--- src/rtl/mc_ctrl_pkg.sv ---
// Shared encodings for the multi-cycle controller: states, opcode/funct constants,
// ALU operation codes, trap causes and the funct -> ALUOp mapping helper.
package mc_ctrl_pkg;

  typedef enum logic [3:0] {
    S_FETCH    = 4'd0,
    S_DECODE   = 4'd1,
    S_RTYPE    = 4'd2,
    S_RTYPEEND = 4'd3,
    S_RITYPE   = 4'd4,
    S_LW1      = 4'd5,
    S_LW2      = 4'd6,
    S_SW       = 4'd7,
    S_JALR     = 4'd8,
    S_BRANCH   = 4'd9,
    S_BRANCH2  = 4'd10,
    S_JAL      = 4'd11,
    S_TRAP     = 4'd12
  } state_t;

  typedef enum logic [1:0] {
    CAUSE_NONE    = 2'd0,
    CAUSE_ILLEGAL = 2'd1,
    CAUSE_TIMEOUT = 2'd2
  } trap_cause_t;

  localparam int OPC_RTYPE = 0;
  localparam int OPC_ITYPE = 1;
  localparam int OPC_LDST  = 2;
  localparam int OPC_NOP   = 3;
  localparam int OPC_JAL   = 4;

  localparam logic [3:0] FN_LW       = 4'b1001;
  localparam logic [3:0] FN_SW       = 4'b1010;
  localparam logic [3:0] FN_JALR     = 4'b1011;
  localparam logic [1:0] FN_BR_PFX   = 2'b11;
  localparam logic [3:0] FN_PASS_MAX = 4'b1000;

  localparam logic [3:0] ALU_ADD  = 4'b0000;
  localparam logic [3:0] ALU_SUB  = 4'b0001;
  localparam logic [3:0] ALU_JALR = 4'b1100;
  localparam logic [3:0] ALU_NONE = 4'b1111;

  // Low funct codes name ALU operations directly; load/store compute addresses with add.
  function automatic logic [3:0] alu_map(input logic [3:0] f);
    logic [3:0] r;
    if (f <= FN_PASS_MAX) begin
      r = f;
    end else begin
      case (f)
        FN_LW, FN_SW: r = ALU_ADD;
        ALU_JALR:     r = ALU_JALR;
        default:      r = ALU_NONE;
      endcase
    end
    return r;
  endfunction

endpackage

--- src/rtl/mc_alu_decode.sv ---
// Combinational funct-field decode: ALU operation and branch condition select.
module mc_alu_decode
  import mc_ctrl_pkg::*;
#(
  parameter int FUNCT_W = 4
) (
  input  logic [FUNCT_W-1:0] funct,
  output logic [3:0]         alu_op,
  output logic [1:0]         branch_type
);

  // Map the function field onto the ALU control and branch condition.
  always_comb begin
    alu_op      = alu_map(funct[3:0]);
    branch_type = funct[1:0];
  end

endmodule

--- src/rtl/mc_control_fsm.sv ---
// Multi-cycle datapath controller with memory req/ready handshake, bounded wait timeout,
// illegal-opcode trap and stall. Define PERF_CNT_EN to add cycle/instruction counters.
module mc_control_fsm
  import mc_ctrl_pkg::*;
#(
  parameter int OP_W        = 3,
  parameter int FUNCT_W     = 4,
  parameter int TIMEOUT_W   = 4,
  parameter int MEM_TIMEOUT = 15
`ifdef PERF_CNT_EN
  , parameter int CNT_W     = 32
`endif
) (
  input  logic               CLK,
  input  logic               Reset,
  input  logic [OP_W-1:0]    op,
  input  logic [FUNCT_W-1:0] funct,
  input  logic               mem_ready,
  input  logic               stall,
  output logic               mem_req,
  output logic               mem_we,
  output logic               IoD,
  output logic               IRWrite,
  output logic               Mem2Reg,
  output logic               PCSrc,
  output logic               PCWrite,
  output logic               RegWrite,
  output logic               Branch,
  output logic [1:0]         ALUSrcA,
  output logic [1:0]         ALUSrcB,
  output logic [1:0]         BranchType,
  output logic [3:0]         ALUOp,
  output logic [3:0]         state,
  output logic               trap,
  output logic [1:0]         trap_cause
`ifdef PERF_CNT_EN
  , output logic [CNT_W-1:0] cycle_cnt,
  output logic [CNT_W-1:0]   instr_cnt
`endif
);

  state_t                 state_r;
  logic [TIMEOUT_W-1:0]   wait_cnt_r;
  trap_cause_t            cause_r;
  logic                   mem_state_s;
  logic                   timeout_s;
  logic [3:0]             dec_alu_op_s;
  logic [1:0]             dec_bt_s;
  logic                   irw_s;
  logic                   pcw_s;
  logic                   rw_s;
  logic                   we_s;

  mc_alu_decode #(.FUNCT_W(FUNCT_W)) u_alu_decode (
    .funct       (funct),
    .alu_op      (dec_alu_op_s),
    .branch_type (dec_bt_s)
  );

  assign mem_state_s = (state_r == S_FETCH) || (state_r == S_LW1) || (state_r == S_SW);
  // A ready response in the limit cycle still completes the access normally.
  assign timeout_s   = mem_state_s && !mem_ready && (wait_cnt_r == TIMEOUT_W'(MEM_TIMEOUT));

  // State, wait counter and trap cause; stall freezes all of them.
  always_ff @(posedge CLK) begin
    if (Reset) begin
      state_r    <= S_FETCH;
      wait_cnt_r <= '0;
      cause_r    <= CAUSE_NONE;
    end else if (!stall) begin
      wait_cnt_r <= (mem_state_s && !mem_ready) ? wait_cnt_r + TIMEOUT_W'(1) : '0;
      if (timeout_s) begin
        state_r    <= S_TRAP;
        cause_r    <= CAUSE_TIMEOUT;
        wait_cnt_r <= '0;
      end else begin
        case (state_r)
          S_FETCH:  if (mem_ready) state_r <= S_DECODE;
          S_DECODE: begin
            case (op)
              OP_W'(OPC_RTYPE): state_r <= S_RTYPE;
              OP_W'(OPC_ITYPE): begin
                if (funct[3:0] == FN_JALR)        state_r <= S_JALR;
                else if (funct[3:2] == FN_BR_PFX) state_r <= S_BRANCH;
                else                              state_r <= S_RITYPE;
              end
              OP_W'(OPC_LDST):  state_r <= S_RITYPE;
              OP_W'(OPC_NOP):   state_r <= S_FETCH;
              OP_W'(OPC_JAL):   state_r <= S_JAL;
              default: begin
                state_r <= S_TRAP;
                cause_r <= CAUSE_ILLEGAL;
              end
            endcase
          end
          S_RTYPE:  state_r <= S_RTYPEEND;
          S_RITYPE: begin
            if (funct[3:0] == FN_LW)      state_r <= S_LW1;
            else if (funct[3:0] == FN_SW) state_r <= S_SW;
            else                          state_r <= S_RTYPEEND;
          end
          S_LW1:    if (mem_ready) state_r <= S_LW2;
          S_SW:     if (mem_ready) state_r <= S_FETCH;
          S_BRANCH: state_r <= S_BRANCH2;
          S_RTYPEEND, S_LW2, S_JALR, S_JAL, S_BRANCH2: state_r <= S_FETCH;
          S_TRAP:   state_r <= S_TRAP;
          default:  state_r <= S_FETCH;
        endcase
      end
    end
  end

  // Control decode from the current state; everything is forced idle during Reset.
  always_comb begin
    mem_req    = 1'b0;
    IoD        = 1'b0;
    Mem2Reg    = 1'b0;
    PCSrc      = 1'b0;
    Branch     = 1'b0;
    ALUSrcA    = 2'd0;
    ALUSrcB    = 2'd0;
    BranchType = 2'd0;
    ALUOp      = ALU_NONE;
    state      = 4'd0;
    trap       = 1'b0;
    trap_cause = 2'd0;
    irw_s      = 1'b0;
    pcw_s      = 1'b0;
    rw_s       = 1'b0;
    we_s       = 1'b0;
    if (!Reset) begin
      state      = state_r;
      trap_cause = cause_r;
      case (state_r)
        S_FETCH: begin
          mem_req = 1'b1;
          ALUSrcB = 2'd1;
          ALUOp   = ALU_ADD;
          irw_s   = mem_ready;
          pcw_s   = mem_ready;
        end
        S_RTYPE: begin
          ALUSrcA = 2'd2;
          ALUOp   = dec_alu_op_s;
        end
        S_RTYPEEND: rw_s = 1'b1;
        S_RITYPE: begin
          ALUSrcA    = 2'd2;
          ALUSrcB    = 2'd2;
          Branch     = 1'b1;
          BranchType = dec_bt_s;
          ALUOp      = dec_alu_op_s;
        end
        S_LW1: begin
          mem_req = 1'b1;
          IoD     = 1'b1;
        end
        S_LW2: begin
          Mem2Reg = 1'b1;
          rw_s    = 1'b1;
        end
        S_SW: begin
          mem_req = 1'b1;
          IoD     = 1'b1;
          we_s    = 1'b1;
        end
        S_JALR: begin
          ALUOp   = ALU_JALR;
          ALUSrcA = 2'd3;
          ALUSrcB = 2'd2;
          rw_s    = 1'b1;
        end
        S_JAL: begin
          ALUOp   = ALU_ADD;
          ALUSrcA = 2'd3;
          ALUSrcB = 2'd1;
          pcw_s   = 1'b1;
        end
        S_BRANCH: begin
          ALUOp      = ALU_ADD;
          ALUSrcB    = 2'd2;
          Branch     = 1'b1;
          BranchType = dec_bt_s;
        end
        S_BRANCH2: begin
          ALUOp      = ALU_SUB;
          ALUSrcA    = 2'd2;
          Branch     = 1'b1;
          PCSrc      = 1'b1;
          pcw_s      = 1'b1;
          BranchType = dec_bt_s;
        end
        S_TRAP:  trap = 1'b1;
        default: ALUOp = ALU_NONE;
      endcase
    end else begin
      ALUOp = ALU_NONE;
    end
  end

  // Architectural write enables must never fire while the FSM is held.
  assign IRWrite  = irw_s & ~stall;
  assign PCWrite  = pcw_s & ~stall;
  assign RegWrite = rw_s  & ~stall;
  assign mem_we   = we_s  & ~stall;

`ifdef PERF_CNT_EN
  logic [CNT_W-1:0] cycle_cnt_r;
  logic [CNT_W-1:0] instr_cnt_r;
  logic             instr_done_s;

  assign instr_done_s = !stall && ((state_r == S_RTYPEEND) || (state_r == S_LW2) ||
                        (state_r == S_JALR) || (state_r == S_JAL) || (state_r == S_BRANCH2) ||
                        ((state_r == S_SW) && mem_ready) ||
                        ((state_r == S_DECODE) && (op == OP_W'(OPC_NOP))));

  // Free-running performance counters, frozen once trapped.
  always_ff @(posedge CLK) begin
    if (Reset) begin
      cycle_cnt_r <= '0;
      instr_cnt_r <= '0;
    end else if (state_r != S_TRAP) begin
      cycle_cnt_r <= cycle_cnt_r + CNT_W'(1);
      if (instr_done_s) instr_cnt_r <= instr_cnt_r + CNT_W'(1);
    end
  end

  assign cycle_cnt = Reset ? '0 : cycle_cnt_r;
  assign instr_cnt = Reset ? '0 : instr_cnt_r;
`endif

endmodule
--- config.mk ---
export PLATFORM = sky130hd
export DESIGN_NAME = mc_control_fsm
export DESIGN_NICKNAME = d
export VERILOG_FILES = /design/src/rtl/mc_ctrl_pkg.sv /design/src/rtl/mc_alu_decode.sv /design/src/rtl/mc_control_fsm.sv
export SDC_FILE = /design/constraint.sdc
export NUM_CORES = 1
export LEC_CHECK = 0
export CAP_MARGIN = 20
export CORE_MARGIN = 5
export CORE_UTILIZATION = 35
export CTS_CLUSTER_SIZE = 14
export DETAILED_ROUTE_END_ITERATION = 16
export MAX_ROUTING_LAYER = met4
export PLACE_DENSITY = 0.61
export SYNTH_ARGS = -nofsm -noshare
export SYNTH_HDL_FRONTEND = slang
export SYNTH_HIERARCHICAL = 1
export SYNTH_SLANG_ARGS = --single-unit
--- constraint.sdc ---
create_clock -name CLK -period 3.95 [get_ports CLK]
set_input_delay 0.395 -clock CLK [delete_from_list [all_inputs] [get_ports CLK]]
set_output_delay 0.395 -clock CLK [all_outputs]
set_load 0.005 [all_outputs]
==> reports/metrics.yaml <==
final_layout:
  finalInstanceArea_um2: 1498
  layout_common_cells: "clkdlybuf4s50_1, nor2_1, nand2_1, a21oi_1, dfxtp_1"
  layout_commonest_cell: "clkdlybuf4s50_1"
  fillers: 329
  antenna_cells: 0
  layout.nets: 200
  final-seq-area_um2: 200.2
  area_delta_synth_final_pct: 33.59
  instances_no_fill: 231
  multi_input_area_um2: 819.5
  layout-drive-gt1-share_pct: 5.348
timing:
  period_needed_ns: 2.915
  setup_viol: 0
  relSlewSlack_pct: 44.16
  rsz0062_at_grt: "no"
  max_freq_ghz: 0.3430
  post-route-period-util_pct: 73.80
  hold_viol_final: 0
  worstMarginPinSlew_ns: 0.8364
  setup-tns-final_ns: 0
  maxSlewViolCount: 0
  setup_slack_ns: 1.035
  finClkSkew_ns: 0.001339
route:
  drt_first_pass_iters: 4
  drtIter0Drc: 102
  wire_per_inst_um: 14.59
  via_count: 1263
  via_per_inst: 5.468
  wl_um: 3370
  postRouteAntennaNets: 0
  drc: 0
clocking:
  post_cts.repair.setup_buffers: 0
  clk_pin_slew_worst_paths_ns: 0.07
  cts-root-buf: "clkbuf_4"
  cts_resized: 0
  clk-insertion-delay-late_ns: 0.27
  clock_path_buffers: 2
  cts_htree_levels: 1
  cts_buffers: 3
  clock_sinks: 10
  hold_buffers: 0
  cts_tree: "built"
global_routing:
  use_met1_pct: 20.53
  grt.total_usage_pct: 15.77
  overflow: 0
  antenna_found_initial: 0
  top_usage_layer: "met2"
  met3_usage_pct: 1.349
  grt_pass1_vias: 1158
  grt_start_max_net_pins: 26
  met2_usage_pct: 26.36
  grt_pass1_wl_um: 5464
hold_path:
  hp-class: "reg2reg"
  min_path_cells: 2
floorplan:
  die_x_um: 66.60
  coreArea_um2: 3053
  dieArea_um2: 4435
  fp-row-count: 20
  ios: 37
  die_y_um: 66.60
  initial_core_util_pct: 36.72
yosys:
  synth_top_area_cell: "dfxtp_1"
  synth_nets: 172
  synthSimpleGateAreaFrac_pct: 35.83
  yosysTopAreaCellShare_pct: 17.86
  synth_flop_cell: "dfxtp_1"
  synth.cell_area_um2: 1121
  synth_top_family_by_area: "simple AND/OR/NAND/NOR gates"
  synthCells: 160
  synth.avg_cell_area_um2: 7.007
  synth_seq_cells: 10
  synth_cell_types: 55
  synthMuxAreaShare_pct: 1.897
  synth_fa_ha_area_share_pct: 2.009
  ys_top_cells_by_area: "dfxtp_1, nor2b_1, a21oi_1"
  synth_compound_area_share_pct: 28.68
  seq_area_frac_synth_pct: 17.86
  yosysWarnings: 6
  synthXorXnorAreaFrac_pct: 4.688
  synth-async-reset-ratio_pct: 0
  synth_edf_count: 0
worst_setup_path:
  worstPathRequired_ns: 3.56
  worst_ep_arrival_time_ns: 2.52
  crit_type: "reg2out"
  cp_max_fo: 25
  r2r_cells: 4
  cp-end-kind: "output pin"
  start_kind: "register"
power_and_ir_drop:
  p_per_area_nw_per_um2: 306.8
  ir_drop_mv: 0.1569
  total_leakage_power_nw: 0.5652
  total_power_mw: 0.4595
placed_design:
  port_buffers: 36
  dp.cells: 227
  place_ws_ns: 1.109
  place.gp.congestion: 0.8003
  dp_hpwl_um: 2474
  postPlaceCellArea_um2: 1461
status:
  status: "completed"
flow_run:
  max_cap_viol_count: 0
state kept, by name, indices dropped and copies added, names as in the netlist:
signal	flops
cause_r	2
state_r	4
wait_cnt_r	4
cells by family (layout without fill, tap and decap cells):
| group | Yosys count | in the layout |
|---|---|---|
| AOI/OAI and AO/OA | 48 | 48 |
| buffers and inverters | 20 | 47 |
| xor gates and xnor gates | 6 | 6 |
| adders and majority gates | 2 | 2 |
| and+or+nand+nor | 72 | 72 |
| DFF | 10 | 10 |
| muxes | 2 | 2 |
per-stage QoR:
stage,util (%),hold slack (ns)
2_1_floorplan,-,0.4459
3_3_place_gp,47.87,0.4611
3_5_place_dp,47.87,0.4674
4_1_cts,49.06,0.4770
5_1_grt,49.06,0.5150
6_report,49.06,0.4716
layout make-up:
type	instances	area share (%)
inverters	7	1.754
clock buffers	4	2.423
repair buffers	36	24.06
well taps	44	3.676
multi-input cells	130	54.72
flip-flops and latches	10	13.37
final timing paths:
path	startpoint	to	slack, ns
worst max-delay path	state_r[2]$_SDFFE_PP0P_	BranchType[0]	1.03
worst min-delay path	cause_r[1]$_SDFFE_PP0P_	cause_r[1]$_SDFFE_PP0P_	0.47
worst max register to register	state_r[2]$_SDFFE_PP0P_	state_r[1]$_SDFFE_PP0P_	1.98
worst min register to register	cause_r[1]$_SDFFE_PP0P_	cause_r[1]$_SDFFE_PP0P_	0.47
critical path, stage by stage, from the launching register on:
cell and delay [ns]:
dfxtp_1 0.87, nor2b_1 0.35, nand2_1 0.11, a21oi_1 0.26, and2_1 0.17, clkdlybuf4s50_1 0.50
Yosys cell counts (2+ instances only):
cell and number:
nor2_1 13, a21oi_1 11, nand2_1 11, dfxtp_1 10
nor2b_1 9, nor3_1 8, o21ai_1 7, and2_1 5
inv_1 5, xor2_1 5, buf_4 4, clkbuf_1 4
nand2b_1 4, nand3_1 4, o21ai_0 4, buf_2 3
o22ai_1 3, a21o_1 2, a31o_1 2, a31oi_1 2
and3_1 2, inv_2 2, nand4_1 2, nand4b_1 2
nor3b_1 2, nor4_1 2, o211a_1 2, o21a_1 2
o32ai_1 2
metal layers:
layer / wire length [um] / part of all wire, %
met3: 184 / 5.5
met4: 36 / 1.1
met5: 0 / 0
met1: 1551 / 46
met2: 1597 / 47
report_power, final:
part           internal [mW]  switching [mW]  leakage, nW
logic                  0.115           0.105        0.463
registers              0.109          0.0364       0.0814
clock network         0.0561          0.0380       0.0210
total                  0.280           0.179        0.565
No activity file was read; power rests on OpenSTA's default activity.
